### src/rtl/vga_pkg.sv
// Shared constants, colour field layout, FSM state type and pixel
// packing for the VGA frame sequencer.
package vga_pkg;

  localparam int DEF_VGA_WIDTH  = 800;
  localparam int DEF_VGA_HEIGHT = 600;

  localparam int PX_W = 30;
  localparam int R_UI = 29;
  localparam int R_LI = 22;
  localparam int G_UI = 19;
  localparam int G_LI = 12;
  localparam int B_UI = 9;
  localparam int B_LI = 2;

  typedef enum logic [1:0] {
    ST_IDLE,
    ST_START,
    ST_RUN,
    ST_DRAIN
  } state_e;

  // 8-bit channels land in the top of each 10-bit stream field
  function automatic logic [PX_W-1:0] pack_px(input logic [23:0] rgb);
    logic [PX_W-1:0] p;
    p = '0;
    p[R_UI:R_LI] = rgb[23:16];
    p[G_UI:G_LI] = rgb[15:8];
    p[B_UI:B_LI] = rgb[7:0];
    return p;
  endfunction

endpackage

### src/rtl/vga_px_fifo.sv
// Registered synchronous pixel FIFO; data visible on dout one cycle
// after push, simultaneous push and pop keeps the count.
module vga_px_fifo #(
  parameter int DEPTH = 8,
  parameter int WIDTH = 24
) (
  input  logic                       clk,
  input  logic                       reset,
  input  logic                       push,
  input  logic                       pop,
  input  logic [WIDTH-1:0]           din,
  output logic [WIDTH-1:0]           dout,
  output logic [$clog2(DEPTH+1)-1:0] count,
  output logic                       empty,
  output logic                       full
);

  localparam int AW = $clog2(DEPTH);
  localparam int CW = $clog2(DEPTH+1);

  logic [WIDTH-1:0] mem_q [DEPTH];
  logic [AW-1:0]    wr_q;
  logic [AW-1:0]    rd_q;
  logic [CW-1:0]    cnt_q;
  logic             do_push;
  logic             do_pop;

  assign empty   = (cnt_q == '0);
  assign full    = (cnt_q == CW'(DEPTH));
  assign count   = cnt_q;
  assign dout    = mem_q[rd_q];
  assign do_pop  = pop & ~empty;
  assign do_push = push & (~full | do_pop);

  always_ff @(posedge clk or posedge reset) begin
    if (reset) begin
      wr_q  <= '0;
      rd_q  <= '0;
      cnt_q <= '0;
    end else begin
      if (do_push) wr_q <= wr_q + AW'(1);
      if (do_pop)  rd_q <= rd_q + AW'(1);
      if (do_push && !do_pop)      cnt_q <= cnt_q + CW'(1);
      else if (do_pop && !do_push) cnt_q <= cnt_q - CW'(1);
    end
  end

  always_ff @(posedge clk) begin
    if (do_push) mem_q[wr_q] <= din;
  end

endmodule

### src/rtl/vga_frame_sequencer.sv
// Fetches one frame per packet from a double-buffered framebuffer and
// streams it out as a single SOP/EOP-framed Avalon-ST packet.
module vga_frame_sequencer
  import vga_pkg::*;
#(
  parameter int VGA_WIDTH  = DEF_VGA_WIDTH,
  parameter int VGA_HEIGHT = DEF_VGA_HEIGHT,
  parameter int FIFO_DEPTH = 8
) (
  input  logic        clk,
  input  logic        reset,
  input  logic        enable,
  input  logic [31:0] fb_base_a,
  input  logic [31:0] fb_base_b,
  input  logic        swap_req,
  output logic        front_sel,
  output logic        swap_done,
  output logic [31:0] mm_address,
  output logic        mm_read,
  input  logic        mm_waitrequest,
  input  logic [31:0] mm_readdata,
  input  logic        mm_readdatavalid,
  output logic [29:0] m_data,
  output logic        m_startofpacket,
  output logic        m_endofpacket,
  output logic        m_valid,
  output logic [1:0]  m_empty,
  input  logic        m_ready
);

  localparam int VGA_SIZE = VGA_WIDTH * VGA_HEIGHT;
  localparam int IW       = $clog2(VGA_SIZE+1);
  localparam int CW       = $clog2(FIFO_DEPTH+1);
  localparam logic [IW-1:0] LAST_IDX = IW'(VGA_SIZE-1);
  localparam logic [CW:0]   CREDITS  = (CW+1)'(FIFO_DEPTH);

  state_e        state_q, state_d;
  logic          front_q, front_d;
  logic          pend_q, pend_d;
  logic [31:0]   base_q, base_d;
  logic [IW-1:0] issue_q, issue_d;
  logic [IW-1:0] out_q, out_d;
  logic [CW-1:0] flight_q, flight_d;

  logic [CW-1:0] fifo_cnt;
  logic          fifo_empty;
  logic          fifo_full;
  logic [23:0]   fifo_dout;
  logic          credit_ok;
  logic          rd_fire;
  logic          rsp_push;
  logic          beat_fire;
  logic          last_beat;
  logic          unused_ok;

  // Outstanding reads plus buffered pixels must fit the FIFO
  assign credit_ok = ({1'b0, flight_q} + {1'b0, fifo_cnt}) < CREDITS;
  assign mm_read   = (state_q == ST_RUN) & credit_ok;
  assign rd_fire   = mm_read & ~mm_waitrequest;
  assign rsp_push  = mm_readdatavalid & (flight_q != '0);
  assign beat_fire = m_valid & m_ready;
  assign last_beat = (out_q == LAST_IDX);

  assign mm_address      = base_q + (32'(issue_q) << 2);
  assign front_sel       = front_q;
  assign m_valid         = ~fifo_empty;
  assign m_data          = pack_px(fifo_dout);
  assign m_startofpacket = m_valid & (out_q == '0);
  assign m_endofpacket   = m_valid & last_beat;
  assign m_empty         = 2'b00;
  assign unused_ok       = ^{mm_readdata[31:24], fifo_full};

  vga_px_fifo #(
    .DEPTH (FIFO_DEPTH),
    .WIDTH (24)
  ) u_fifo (
    .clk   (clk),
    .reset (reset),
    .push  (rsp_push),
    .pop   (beat_fire),
    .din   (mm_readdata[23:0]),
    .dout  (fifo_dout),
    .count (fifo_cnt),
    .empty (fifo_empty),
    .full  (fifo_full)
  );

  always_comb begin
    state_d   = state_q;
    front_d   = front_q;
    pend_d    = pend_q | swap_req;
    base_d    = base_q;
    issue_d   = issue_q;
    out_d     = out_q;
    swap_done = 1'b0;
    flight_d  = flight_q + CW'(rd_fire) - CW'(rsp_push);
    if (beat_fire) out_d = out_q + IW'(1);
    unique case (state_q)
      ST_IDLE: begin
        if (enable) state_d = ST_START;
      end
      ST_START: begin
        if (pend_q | swap_req) begin
          front_d   = ~front_q;
          swap_done = 1'b1;
          pend_d    = 1'b0;
        end
        base_d  = front_d ? fb_base_b : fb_base_a;
        issue_d = '0;
        out_d   = '0;
        state_d = ST_RUN;
      end
      ST_RUN: begin
        if (rd_fire) begin
          issue_d = issue_q + IW'(1);
          if (issue_q == LAST_IDX) state_d = ST_DRAIN;
        end
      end
      ST_DRAIN: begin
        if (beat_fire && last_beat)
          state_d = enable ? ST_START : ST_IDLE;
      end
      default: state_d = ST_IDLE;
    endcase
  end

  always_ff @(posedge clk or posedge reset) begin
    if (reset) begin
      state_q  <= ST_IDLE;
      front_q  <= 1'b0;
      pend_q   <= 1'b0;
      base_q   <= '0;
      issue_q  <= '0;
      out_q    <= '0;
      flight_q <= '0;
    end else begin
      state_q  <= state_d;
      front_q  <= front_d;
      pend_q   <= pend_d;
      base_q   <= base_d;
      issue_q  <= issue_d;
      out_q    <= out_d;
      flight_q <= flight_d;
    end
  end

endmodule

### config.mk
export PLATFORM = sky130hd
export DESIGN_NAME = vga_frame_sequencer
export DESIGN_NICKNAME = d
export VERILOG_FILES = /design/src/rtl/vga_pkg.sv /design/src/rtl/vga_px_fifo.sv /design/src/rtl/vga_frame_sequencer.sv
export SDC_FILE = /design/constraint.sdc
export NUM_CORES = 1
export LEC_CHECK = 0
export ABC_AREA = 1
export CORE_ASPECT_RATIO = 1.2
export CORE_MARGIN = 3
export CORE_UTILIZATION = 25
export CTS_CLUSTER_DIAMETER = 80
export DETAILED_ROUTE_END_ITERATION = 16
export SLEW_MARGIN = 40
export SYNTH_ARGS = -nofsm -noshare
export SYNTH_HDL_FRONTEND = slang
export SYNTH_HIERARCHICAL = 1
export SYNTH_SLANG_ARGS = --single-unit
export TNS_END_PERCENT = 30
### constraint.sdc
create_clock -name clk -period 4.9 [get_ports clk]
set_input_delay 0.98 -clock clk [delete_from_list [all_inputs] [get_ports clk]]
set_output_delay 0.98 -clock clk [all_outputs]
set_load 0.01 [all_outputs]
==> summary.txt <==
Run status
  • Status: completed

Floorplanning
  • Die area: 61500 um^2
  • # IOs: about 170
  • Die Width: around 230 um
  • Die Ht: between 200 and 300 um
  • Row count: 96
  • Initial Utilization: about a quarter
  • Core area: 57500 um^2

Power and ir drop
  • VDD IR-drop max: between 0.0003 and 0.0004 V
  • Clock power share: about a quarter
  • Switching share of power: 38.6%
  • P per Cell Area: about 560 nW/um^2
  • Power Internal: between 6 and 7 mW
  • Share of power burned in combinational logic: approximately two fifths
  • Switching Power: between 3 and 4 mW
  • P_leak: 7.54 nW
  • Seq pwr share: 33.0%

Clock tree
  • CTS root buf: clkbuf_16
  • Number of buffers created by CTS: 34
  • CTS tree: yes
  • Clock-pin slew on the worst setup and hold paths: about 60 ps
  • Cts hold-fix bufs: 0
  • Htree depth: 2
  • Clk_lat worst skew: between 500 and 600 ps
  • Max clock buf depth: 3
  • Clock sinks: 280
  • Setup Buffers After CTS: 0
  • Post-cts gate resize count: 0

Global route
  • Overflow left after global routing: 0
  • First-pass GRT wire length: a little over 60000 um
  • All-Layer GR Usage: between 10% and 20%
  • Largest net degree at the start of global routing: between 90 and 100
  • Initial antenna violation count: 0
  • Vias in the first global route: approximately 11000

Final layout
  • Commonest non-fill, non-tap cells in the layout: nand2_1, edfxtp_1, nor2_1, clkdlybuf4s50_1, inv_1
  • Layout Cells excl Fill: roughly 2600
  • Diode count: 0
  • P&R area growth vs syn: 23.2%
  • Commonest non-fill, non-tap cell in the layout: nand2_1
  • # fillers: around 5900
  • Fraction of layout cells with a size suffix above 1: roughly 5.6%
  • Final #Nets: 1975
  • Storage cell area: ~8000 um^2
  • Multi-input logic area: roughly 5700 um^2

Placed design
  • Gpl congestion: 0.893
  • Port Buffers: roughly 160
  • Detailed Place HPWL: 26300 um
  • Cells after DPL: 2529

Timing
  • Maximum clock rate: approximately 0.24 GHz
  • Min cycle time layout: roughly 4200 ps
  • Final Hold Viols: 0
  • RSZ-0062 raised after global routing: no
  • Relative slew slack: between 40% and 50%
  • Hold Slack: about 500 ps
  • Worst slew pin tran: approximately 790 ps
  • Max Clock Skew: between 20 and 30 ps
  • Final Slew Violations: 0
  • Final setup vio count: 0
  • Final period util: between 80% and 90%
  • Post-route setup TNS: 0 ps

Worst setup path
  • Setup crit start kind: register
  • R2R Path Start: u_fifo/count[0]
  • Worst R2R End: u_fifo/count[3]
  • Crit path arrival time: ~3200 ps
  • Cell breakdown of the critical path: ha_1 -> fa_1 -> nand3_1 -> nand3_1 -> nand2_1 -> nand3_1 -> nand2_1 -> nand4_1 -> nand2_1 -> clkdlybuf4s50_1
  • Crit path launch: issue_q[0]
  • Worst R2R Setup Slack: ~1700 ps
  • Worst setup EP type: primary output
  • CP Class: reg -> out
  • Biggest fanout along the worst timing path: 7
  • Worst Reg-to-Reg Cells: 16
  • Slowest cell on the critical path: clkdlybuf4s50_1
  • Req. time, crit path: between 3000 and 4000 ps
  • Highest cell delay on the worst timing path: between 500 and 600 ps
  • Critical Path End: mm_address[26]

Route
  • Starting DRC count in detailed routing: approximately 550
  • First-pass DRT Iterations: 7
  • Avg WL per Cell: roughly 15 um
  • Via count: 11800
  • Routed vias/inst: 4.56
  • Post-DRT Antenna Nets: 0
  • # DRC: 0
  • Drt total wl: around 40000 um

Synth
  • Post-synthesis cell count: 1684
  • Syn Std Cell Area: ~15000 um^2
  • Syn_area_per_cell: between 8 and 9 um^2
  • Synthesis Warnings: 6

Job
  • Max-Cap Viols: 0

Worst hold path
  • Worst Hold Class: reg -> reg
==> critical path: cells and delay by family (launching register included) <==
| kind | cells | cell delay (ps) |
|---|---|---|
| buf+inv | 1 | 560 |
| fa+ha+maj | 2 | 750 |
| simple gates | 7 | 860 |
| flops | 1 | 500 |
==> area by class of cell <==
class	instances	area share, %
flip-flops and latches	280	44.2
well taps	735	5.10
repair buffers	171	9.31
clock inverters	22	1.71
clock buffers	39	4.99
inverters	144	3.08
multi-input cells	1199	31.6
==> worst min-delay path by stage <==
| stage | slack [ps] | end | start | cells after the start |
|---|---|---|---|---|
| finish | 500 | base_q[1] | base_q[1] | 2 |
| global route | 520 | base_q[1] | base_q[1] | 2 |
| CTS | 500 | u_fifo/wr_q[0] | u_fifo/wr_q[0] | 2 |
| detailed placement | 490 | base_q[0] | base_q[0] | 2 |
| global placement | 480 | base_q[0] | base_q[0] | 2 |
| floorplan | 460 | base_q[10] | base_q[10] | 2 |
==> metal layers <==
layer | vias up | track usage [%] | wire length [um] | share of wire [%]
met5 | - | 0 | 0 | 0
met1 | 5593 | 14.5 | 16100 | 41
met4 | 0 | 4.77 | 1360 | 3.4
met2 | 297 | 21.9 | 19800 | 50
li1 | 5849 | - | - | -
met3 | 77 | 3.05 | 2440 | 6.1
==> through the flow <==
stage	setup slack (ps)	instance area [um^2]	utilization [%]	total power [mW]
6_report	700	18000	31.3	10.1
5_1_grt	477	18000	31.3	10.8
3_3_place_gp	1170	16800	29.2	7.42
2_1_floorplan	1090	14700	-	5.95
4_1_cts	667	18000	31.3	10.3
3_5_place_dp	1150	16800	29.2	7.50
==> power groups by stage <==
stage,logic [mW],clock network (mW),registers [mW]
6_report,4.08,2.70,3.33
2_1_floorplan,2.70,0,3.25
4_1_cts,4.14,2.78,3.33
3_3_place_gp,4.05,0,3.37
5_1_grt,4.57,2.87,3.38
3_5_place_dp,4.11,0,3.38
==> flip-flops by register name, indices dropped and copies added, names as in the netlist <==
signal,flops
base_q,32
flight_q,4
front_sel,1
issue_q,19
out_q,19
pend_q,1
state_q,2
u_fifo/count,4
u_fifo/mem_q,192
u_fifo/rd_q,3
u_fifo/wr_q,3
(Power assumes the default switching activity.)
